[src/rtl/io_pkg.sv]
// io_pkg: shared register map, status bit layout and default timing for io_port_ctrl.
// Latency: n/a (declarations only).
// Backpressure: n/a (declarations only).
package io_pkg;

  // Word addresses (CPU address bits [3:2]); word 3 is unmapped.
  localparam logic [1:0] IO_ADDR_STATUS = 2'd0;
  localparam logic [1:0] IO_ADDR_SWITCH = 2'd1;
  localparam logic [1:0] IO_ADDR_LED    = 2'd2;

  // STATUS register bit positions.
  localparam int SW_READY_BIT  = 0;
  localparam int LED_READY_BIT = 1;

  // 10 ms of stable level at 100 MHz; the counter must be able to reach DEBOUNCE_CYCLES-1.
  localparam int DEBOUNCE_CYCLES_DFLT = 1_000_000;
  localparam int CNT_W_DFLT           = 20;

  // Field order matches SW_READY_BIT / LED_READY_BIT when packed into the read word.
  typedef struct packed {
    logic led_ready;
    logic sw_ready;
  } status_t;

endpackage

[src/rtl/btn_debounce.sv]
// btn_debounce: 2-FF synchronizer + stability counter + rising-edge press pulse for one raw button.
// Latency: raw edge to press_vld = 2 sync cycles + DEBOUNCE_CYCLES; press_vld is combinational from flops.
// Backpressure: none; press_vld is a 1-cycle pulse that the consumer must take when it appears.
// Ports: clk, reset (sync, active-high), btn (raw async level), press_vld (1-cycle press pulse).
module btn_debounce
  import io_pkg::*;
#(
  parameter int DEBOUNCE_CYCLES = DEBOUNCE_CYCLES_DFLT,
  parameter int CNT_W           = CNT_W_DFLT
) (
  input  logic clk,
  input  logic reset,
  input  logic btn,
  output logic press_vld
);

  localparam logic [CNT_W-1:0] CNT_LAST = CNT_W'(DEBOUNCE_CYCLES - 1);

  logic             sync1;
  logic             sync2;
  logic             level;    // accepted (debounced) level
  logic             level_q;  // accepted level one cycle ago, for edge detection
  logic [CNT_W-1:0] cnt;

  always_ff @(posedge clk) begin
    if (reset) begin
      sync1   <= 1'b0;
      sync2   <= 1'b0;
      level   <= 1'b0;
      level_q <= 1'b0;
      cnt     <= '0;
    end else begin
      sync1   <= btn;
      sync2   <= sync1;
      level_q <= level;
      // Count only while the synchronized level disagrees with the accepted one;
      // any return to agreement restarts the stability window.
      if (sync2 == level) begin
        cnt <= '0;
      end else if (cnt == CNT_LAST) begin
        level <= sync2;
        cnt   <= '0;
      end else begin
        cnt <= cnt + CNT_W'(1);
      end
    end
  end

  assign press_vld = level & ~level_q;

endmodule

[src/rtl/io_port_ctrl.sv]
// io_port_ctrl: memory-mapped button/switch/LED peripheral with pollable ready flags.
// Latency: reads are combinational; writes land at the clock edge with pWrite=1.
// Backpressure: none; the CPU polls sw_ready/led_ready and clears them by W1C.
// Ports: clk, reset (sync, active-high); pRead/pWrite/addr/pWriteData/pReadData decoder side;
//        buttonL/buttonR raw buttons, switch raw slide switches, led display register.
module io_port_ctrl
  import io_pkg::*;
#(
  parameter int DEBOUNCE_CYCLES = DEBOUNCE_CYCLES_DFLT,
  parameter int CNT_W           = CNT_W_DFLT
) (
  input  logic        clk,
  input  logic        reset,
  input  logic        pRead,
  input  logic        pWrite,
  input  logic [1:0]  addr,
  input  logic [11:0] pWriteData,
  output logic [31:0] pReadData,
  input  logic        buttonL,
  input  logic        buttonR,
  input  logic [15:0] switch,
  output logic [11:0] led
);

  logic        press_l_vld;
  logic        press_r_vld;
  logic [15:0] sw_sync1;
  logic [15:0] sw_sync2;
  logic [15:0] sw_reg;
  status_t     status;
  logic        status_wr;
  logic        led_wr;

  btn_debounce #(
    .DEBOUNCE_CYCLES (DEBOUNCE_CYCLES),
    .CNT_W           (CNT_W)
  ) u_btn_l (
    .clk       (clk),
    .reset     (reset),
    .btn       (buttonL),
    .press_vld (press_l_vld)
  );

  btn_debounce #(
    .DEBOUNCE_CYCLES (DEBOUNCE_CYCLES),
    .CNT_W           (CNT_W)
  ) u_btn_r (
    .clk       (clk),
    .reset     (reset),
    .btn       (buttonR),
    .press_vld (press_r_vld)
  );

  assign status_wr = pWrite && (addr == IO_ADDR_STATUS);
  assign led_wr    = pWrite && (addr == IO_ADDR_LED);

  always_ff @(posedge clk) begin
    if (reset) begin
      sw_sync1         <= '0;
      sw_sync2         <= '0;
      sw_reg           <= '0;
      led              <= '0;
      status.sw_ready  <= 1'b0;
      status.led_ready <= 1'b0;
    end else begin
      // The switch bus is only sampled on a press, long after it settled, so a
      // plain per-bit synchronizer is enough to keep metastability out of sw_reg.
      sw_sync1 <= switch;
      sw_sync2 <= sw_sync1;

      if (led_wr) begin
        led <= pWriteData;
      end

      // A press and a clear in the same cycle resolve to set, so an event is never lost.
      if (press_r_vld) begin
        sw_reg          <= sw_sync2;
        status.sw_ready <= 1'b1;
      end else if (status_wr && pWriteData[SW_READY_BIT]) begin
        status.sw_ready <= 1'b0;
      end

      if (press_l_vld) begin
        status.led_ready <= 1'b1;
      end else if (led_wr || (status_wr && pWriteData[LED_READY_BIT])) begin
        status.led_ready <= 1'b0;
      end
    end
  end

  always_comb begin
    pReadData = '0;
    if (pRead) begin
      case (addr)
        IO_ADDR_STATUS: pReadData = {30'b0, status};
        IO_ADDR_SWITCH: pReadData = {16'b0, sw_reg};
        IO_ADDR_LED:    pReadData = {20'b0, led};
        default:        pReadData = '0;
      endcase
    end
  end

endmodule

[config.mk]
export PLATFORM = sky130hd
export DESIGN_NAME = io_port_ctrl
export DESIGN_NICKNAME = d
export VERILOG_FILES = /design/src/rtl/io_pkg.sv /design/src/rtl/btn_debounce.sv /design/src/rtl/io_port_ctrl.sv
export SDC_FILE = /design/constraint.sdc
export NUM_CORES = 1
export LEC_CHECK = 0
export ABC_CLOCK_PERIOD_IN_PS = 2600
export CORE_MARGIN = 3
export CORE_UTILIZATION = 39
export DETAILED_ROUTE_END_ITERATION = 10
export GPL_ROUTABILITY_DRIVEN = 0
export RECOVER_POWER = 50
export SYNTH_ARGS = -nofsm -noshare
export SYNTH_HDL_FRONTEND = slang
export SYNTH_SLANG_ARGS = --single-unit
[constraint.sdc]
create_clock -name clk -period 2.6 [get_ports clk]
set_clock_uncertainty 0.1 [all_clocks]
set_input_delay 0.26 -clock clk [delete_from_list [all_inputs] [get_ports clk]]
set_output_delay 0.26 -clock clk [all_outputs]
set_load 0.02 [all_outputs]
# ---- Yosys cells after proc, flatten, opt, wreduce, memory -nomap -nowiden
# Index checks and enable logic that the tools add are counted.
dict set report totals {
  regBits 110
  inputBits 36
  output_inout_bits 44
  wordCells 48
}
dict set report classes {
  addsub 2
  eq_ne 6
  mux 6
  n_bitwise 6
  n_reduce_logical 12
}
# operator n
set op_table {}
lappend op_table {{case mux 16 bit (3 select lines)} 1}
lappend op_table {{adder 20 x 1 -> 20 bit (second input constant)} 2}
lappend op_table {{equality test 20 bit (second input constant)} 2}
lappend op_table {{2-to-1 mux 16 bit} 1}
lappend op_table {{OR reduction 3 bit} 2}
lappend op_table {{logical AND 1 bit} 4}
lappend op_table {{2-to-1 mux 1 bit} 4}
lappend op_table {{NOT 1 bit} 4}
lappend op_table {{AND reduction 2 bit} 2}
lappend op_table {{nonzero test 2 bit} 2}
lappend op_table {{bitwise AND 1 bit} 2}
lappend op_table {{equality test 1 bit} 2}
lappend op_table {{equality test 2 x 1 -> 1 bit (second input constant)} 1}
lappend op_table {{equality test 2 bit (second input constant)} 1}
lappend op_table {{zero test 2 bit} 1}
lappend op_table {{logical OR 1 bit} 1}

# ---- Logic depth before layout (Yosys ltp)
# Gate-level depths: netlist of the first run.
dict set report depth {
  ltp_word 6
  mapped_depth 6
  depth_no_buf 5
}

# ---- Hierarchy
# Synthesis of the first run repeated with hierarchy kept, for this count alone.
dict set report hier_totals {
  hier_cells 468
  area_unflattened_um2 4377.9
}
# mod instances cells_per_inst area_per_inst_um2 seq_area_each_um2
set by_module_without_submodules {}
lappend by_module_without_submodules {io_port_ctrl 1 236 2280.9 1241.2}
lappend by_module_without_submodules {btn_debounce 2 116 1048.5 480.5}

# ---- Worst setup path before layout of the first run
# Ideal clock, no wire load.
dict set report synth_path {
  path_kind {register -> register}
  start {register u_btn_r.cnt[0]}
  end {register u_btn_r.cnt[10]}
  setup_time_ps 117
  t_arrival_ps 1811
  t_required_ps 2383
  setup_slack_ps 572
  path_stages_with_launch 7
  path_buffers 1
  synth_period_minus_slack_ps 2028
  cell_sequence {dfxtp_1 > ha_1 > nand3_1 > or2_0 > o21ai_1 > buf_2 > nor2_1}
}
dict set report synth_between {
  elab_chain_len 2
  word_cells_on_any_way 3
  cone_classes {add/sub (1); eq/ne (1); reduce/logical (1)}
}
# item line_no
set synth_rtl {}
lappend synth_rtl {{start: declaration} btn_debounce.sv:23} ;# logic [CNT_W-1:0] cnt;
lappend synth_rtl {{start signal: assignment} btn_debounce.sv:44} ;# cnt <= cnt + CNT_W'(1);
lappend synth_rtl {{branches (longest 2 deep; another with adder 20 x 1 -> 20 bit)} n/a}
# Parallel ways; which one is timed is not known.
# A chain may end at the register's enable or synchronous reset.

# ---- Worst setup path after layout of the first run
dict set report layout_path {
  start {input port addr[1]}
  end {output port pReadData[0]}
}
dict set report layout_between {
  elab_chain_len 3
  word_cells_on_any_way 5
  cone_classes {eq/ne (2); mux (2); reduce/logical (1)}
}
# item line_no
set layout_rtl {}
lappend layout_rtl {{start: declaration} io_port_ctrl.sv:16} ;# input logic [1:0] addr,
lappend layout_rtl {{equality test 2 bit, or another cell as far along} io_port_ctrl.sv:94} ;# case (addr)
lappend layout_rtl {{case mux 16 bit (3 select lines) (*)} io_port_ctrl.sv:94}
lappend layout_rtl {{2-to-1 mux 16 bit (*)} io_port_ctrl.sv:93} ;# if (pRead) begin
lappend layout_rtl {{end: declaration} io_port_ctrl.sv:18} ;# output logic [31:0] pReadData,
# Mark *: on every way between the ends. The rest lies on a longest branch, timed or not.

==> impl_metrics.json, run 1 <==
{
  "cts_buffers": 9,
  "htreeDepth": 3,
  "tns_ps": 0,
  "antenna_found_initial": 0,
  "ys_ff_latch": 110,
  "fmax_mhz": 412.9,
  "ys.flop_type": "dfxtp_1",
  "wire_per_inst_um": 12.01,
  "top_regs": "u_btn_l.cnt x20, u_btn_r.cnt x20",
  "synth_edf_count": 0,
  "routed.top_layer": "met4",
  "cp_data_required_time_ps": 2240,
  "fin_crit_sh_pct": 93.15,
  "wl_met2_um": 3496,
  "tightestPinTransition_ps": 1067,
  "power.density_nw_per_um2": 558.1,
  "whs_ps": 307.9,
  "area_growth_pct": 20.44,
  "drt-met1-wl_um": 4207,
  "async_flop_share_pct": 0,
  "drt_iter0_drc": 145,
  "switchingPower_mw": 0.7177,
  "maxCapViolations": 0,
  "p_total_mw": 2.897,
  "clock_path_buffers": 2,
  "yosys-top-cells-area": "dfxtp_1 (51%), nor2b_1 (7.7%), nand2_1 (5.1%)",
  "startpoint_type": "input pin",
  "yosysWarningCount": 0,
  "multi_input_area_um2": 1909,
  "cts_hold_buf": 0,
  "drive_gt1_share_pct": 5.100,
  "seqPwrFrac_pct": 59.7,
  "overflow": 0,
  "n_antenna_cell": 0,
  "routed_wirelength_um": 8230,
  "grt_pass1_wl_um": 14180,
  "syn_avg_cell_area_um2": 8.867,
  "cp_max_fo": 15,
  "die_w_um": 111.1,
  "ios": 80,
  "fin_crit_ps": 2422,
  "first_pass_iters": 4,
  "clock-sinks": 110,
  "nFillCells": 1037,
  "coreArea_um2": 10560,
  "hold_viol": 0,
  "ant_nets": 0,
  "nets": 582,
  "port_buffers": 63,
  "p_sw_share_pct": 24.78,
  "route.detailed.drc": 0,
  "fp.dieH_um": 111.1,
  "cts_setup_buffers": 0,
  "p_clk_share_pct": 34.3,
  "initial_utilization_pct": 40.83,
  "fin_cells": 685,
  "intPower_mw": 2.179,
  "cts_resized": 0,
  "mostFrequentLayoutCells": "dfxtp_1 (110), nand2_1 (58), clkdlybuf4s50_1 (57)",
  "seqCellArea_um2": 2202,
  "worst_slew_margin_rel_pct": 28.90,
  "synth_top_area_share_pct": 51.10,
  "pwr-share-comb_pct": 6.0,
  "worstSetupPathType": "in -> out",
  "worstPathArrival_ps": 2060,
  "grt_pass1_vias": 2954,
  "hpwl_um": 5901,
  "grt_max_degree": 58,
  "dp.cells": 669,
  "clk_pin_slew_ps": 100,
  "rows": 37,
  "vdd.ir_drop.worst_mv": 0.3129,
  "via_per_inst": 4.758,
  "synth-seq-area-share_pct": 51.10,
  "finalSetupViolations": 0,
  "final_common_cell": "dfxtp_1",
  "grt_usage_pct": 13.57,
  "root_buffer": "clkbuf_8",
  "synth_cell_type_count": 39,
  "routed-wl-met3_um": 392,
  "crit_path_end_kind": "output port",
  "clock_latency_ps": 370,
  "synthCells": 486,
  "synth.largest_area_cell": "dfxtp_1",
  "leakage_nw": 1.707,
  "vias": 3259,
  "dieArea_um2": 12350,
  "min_path_type": "in -> reg",
  "rsz0062_at_grt": "no",
  "synth_area_um2": 4309,
  "cts_tree": "done",
  "finalMaxSlewViolations": 0,
  "status": "finished clean"
}
power by group through the flow:
stage / Clock [mW] / Combinational (mW) / Sequential, mW
finish: 0.993 / 0.175 / 1.73
CTS: 1.03 / 0.179 / 1.73
global route: 1.09 / 0.192 / 1.73
floorplan: 0 / 0.104 / 1.77
global placement: 0 / 0.175 / 1.77
detailed placement: 0 / 0.178 / 1.77
critical path, cell delays in order:
cell and delay [ps]:
clkdlybuf4s50_1 550, nor2b_1 190, buf_4 210, nand2_1 70, o21ai_0 60, and2_1 130
clkdlybuf4s50_1 590
kinds of logic (layout without fill, tap and decap cells):
family | after synthesis | in the layout | share of synthesized area [%]
fa+ha+maj | 2 | 2 | 0.5806
simple gates | 227 | 227 | 27.38
flops | 110 | 110 | 51.10
other cells | 1 | 16 | 0.08702
buf+inv | 51 | 99 | 5.894
mux | 2 | 2 | 0.4646
xor+xnor | 31 | 31 | 6.301
compound gates | 62 | 62 | 8.188
per-stage QoR:
step	util (%)	setup WS, ps	instance area (um2)
final	49.17	178.0	5190
after floorplan	-	571.5	4365
after global placement	47.49	183.6	5012
after CTS	49.24	172.0	5197
after global routing	49.17	46.14	5190
after detailed placement	47.49	176.8	5012
worst paths after layout:
check / startpoint / endpoint / slack [ps] / cells after the start
setup / recovery: addr[1] / pReadData[0] / 180 / 7
hold / removal: reset / sw_sync2[6] / 310 / 2
setup reg to reg: u_btn_r.cnt[4] / u_btn_r.cnt[17] / 430 / 4
hold reg to reg: sw_sync2[8] / sw_reg[8] / 340 / 2
final cells by class:
| type | instances | share of cell area, % |
|---|---|---|
| clock buffer | 10 | 2.459 |
| clock inverter | 6 | 1.109 |
| inverter | 12 | 0.8679 |
| multi-input combinational | 340 | 36.79 |
| sequential | 110 | 42.43 |
| tap | 136 | 3.279 |
| timing repair buffer | 71 | 13.07 |
metal layers:
| layer | track usage (%) | vias up |
|---|---|---|
| li1 | - | 1705 |
| met1 | 19.20 | 1469 |
| met2 | 20.51 | 73 |
| met3 | 2.620 | 12 |
| met4 | 5.109 | 0 |
| met5 | 0 | - |
Yosys cell counts (2+ instances only):
library cell  number
a21oi_1           37
a22oi_1           10
and2_1             2
and3_1             5
buf_2              2
buf_4             16
clkbuf_1          20
dfxtp_1          110
ha_1               2
inv_1             12
mux2i_1            2
nand2_1           58
nand3_1           22
nand4_1            8
nand4_2            2
nor2_1            40
nor2b_1           53
nor3_1             7
nor3b_1            2
nor4_1             8
nor4b_1            4
o21ai_0            8
o31ai_1            4
or2_2              2
or3_1              3
or4_1              5
xnor2_1           24
xor2_1             7
No activity file was read; power rests on OpenSTA's default activity.
==> run 2: changes to the inputs <==
--- a/config.mk
+++ b/config.mk
@@ -10,6 +10,7 @@
 export CORE_UTILIZATION = 39
 export DETAILED_ROUTE_END_ITERATION = 10
 export GPL_ROUTABILITY_DRIVEN = 0
+export PLACE_DENSITY = 0.67
 export RECOVER_POWER = 50
 export SYNTH_ARGS = -nofsm -noshare
 export SYNTH_HDL_FRONTEND = slang
==> impl_metrics.json, run 2 (synthesis results as in run 1) <==
{
  "clock_path_buffers": 2,
  "nFillCells": 1014,
  "status": "finished clean",
  "rsz0062_at_grt": "no",
  "root_buffer": "clkbuf_8",
  "dieArea_um2": 12350,
  "multi_input_area_um2": 1909,
  "top_regs": "u_btn_l.cnt x20, u_btn_r.cnt x20",
  "utilization_pct": 49.37,
  "cts_hold_buf": 0,
  "slowest_delay_ps": 600,
  "ant_nets": 0,
  "fin_crit_sh_pct": 94.92,
  "initial_utilization_pct": 40.83,
  "cts_resized": 0,
  "rows": 37,
  "fin_ws_ps": 132.1,
  "mostFrequentLayoutCells": "dfxtp_1 (110), clkdlybuf4s50_1 (60), nand2_1 (58)",
  "critical_path_buf_inv_count": 3,
  "cts_setup_buffers": 0,
  "finalMaxSlewViolations": 0,
  "grt_pass1_wl_um": 13470,
  "hpwl_um": 5764,
  "cp_slowest_cell": "clkdlybuf4s50_1",
  "cp_data_required_time_ps": 2240,
  "coreArea_um2": 10560,
  "finalSetupViolations": 0,
  "leakage_nw": 1.721,
  "p_total_mw": 2.898,
  "startpoint_type": "input pin",
  "overflow": 0,
  "hold_viol": 0,
  "fp.dieH_um": 111.1,
  "vias": 3293,
  "port_buffers": 63,
  "cts_tree": "done",
  "drt_iter0_drc": 146,
  "via_per_inst": 4.800,
  "htreeDepth": 3,
  "seqCellArea_um2": 2202,
  "wire_per_inst_um": 11.60,
  "worstPathArrival_ps": 2110,
  "tightestPinTransition_ps": 1098,
  "crit_path_end_kind": "output port",
  "route.detailed.drc": 0,
  "cts_buffers": 9,
  "vdd.ir_drop.worst_mv": 0.2792,
  "cp_top_family": "buffers and inverters",
  "worstSetupPathType": "in -> out",
  "whs_ps": 337.5,
  "nets": 583,
  "routed_wirelength_um": 7955,
  "worst_slew_margin_rel_pct": 26.80,
  "final_common_cell": "dfxtp_1",
  "grt_max_degree": 30,
  "crit_chain": "clkdlybuf4s50_1 -> nor2b_1 -> buf_4 -> nand2_1 -> o21ai_0 -> and2_1 -> clkdlybuf4s50_1",
  "fin_crit_ps": 2468,
  "min_path_type": "in -> reg",
  "grt_pass1_vias": 3014,
  "cp_common_cell": "clkdlybuf4s50_1",
  "clock_latency_ps": 360,
  "fmax_mhz": 405.2,
  "tns_ps": 0,
  "maxCapViolations": 0,
  "dpl_worst_slack_ps": 120.7,
  "cp_max_fo": 9,
  "antenna_found_initial": 0,
  "n_antenna_cell": 0,
  "grt_usage_pct": 12.77,
  "die_w_um": 111.1,
  "power.density_nw_per_um2": 556.2,
  "clock-sinks": 110,
  "area_growth_pct": 20.94,
  "ios": 80,
  "first_pass_iters": 4,
  "drive_gt1_share_pct": 5.273,
  "clk_pin_slew_ps": 110
}
## run 2: area by class of cell
| type | count | area share (%) |
|---|---|---|
| well taps | 136 | 3.265 |
| clock buffers | 10 | 2.641 |
| repair buffers | 72 | 13.13 |
| inverters | 12 | 0.8643 |
| clock inverters | 6 | 1.200 |
| flip-flops and latches | 110 | 42.26 |
| multi-input cells | 340 | 36.64 |
## run 2: worst paths after layout
path / start / to / slack [ps] / depth (start not counted)
setup reg to reg: u_btn_r.cnt[4] / u_btn_r.cnt[17] / 440 / 4
hold / removal: switch[11] / sw_sync1[11] / 340 / 2
hold reg to reg: sw_sync2[6] / sw_reg[6] / 340 / 2
setup / recovery: addr[1] / pReadData[1] / 130 / 7
## run 2: per-stage QoR
stage / instance area [um2] / cells
after floorplan: 4365 / 501
after global placement: 5020 / 670
after detailed placement: 5020 / 670
after CTS: 5220 / 686
after global routing: 5211 / 686
final: 5211 / 686
## run 2: layer usage
layer / vias to the layer above / routed length, um / track usage (%)
met1: 1505 / 3925 / 17.25
met4: 0 / 63 / 3.812
met3: 8 / 408 / 2.948
li1: 1708 / - / -
met5: - / 0 / 0
met2: 72 / 3556 / 20.43
## run 2: power by group
part | leakage (nW) | internal (mW) | switching (mW)
sequential | 0.895 | 1.72 | 0.0117
combinational | 0.724 | 0.0861 | 0.0893
clock | 0.103 | 0.402 | 0.593
==> run 3: changes to the inputs <==
--- a/config.mk
+++ b/config.mk
@@ -10,6 +10,7 @@
 export CORE_UTILIZATION = 39
 export DETAILED_ROUTE_END_ITERATION = 10
 export GPL_ROUTABILITY_DRIVEN = 0
+export HOLD_SLACK_MARGIN = 0.08
 export PLACE_DENSITY = 0.67
 export RECOVER_POWER = 50
 export SYNTH_ARGS = -nofsm -noshare
==> results of run 3 <==
Same layout as run 2: the final DEF is identical, and so are final timing and power.
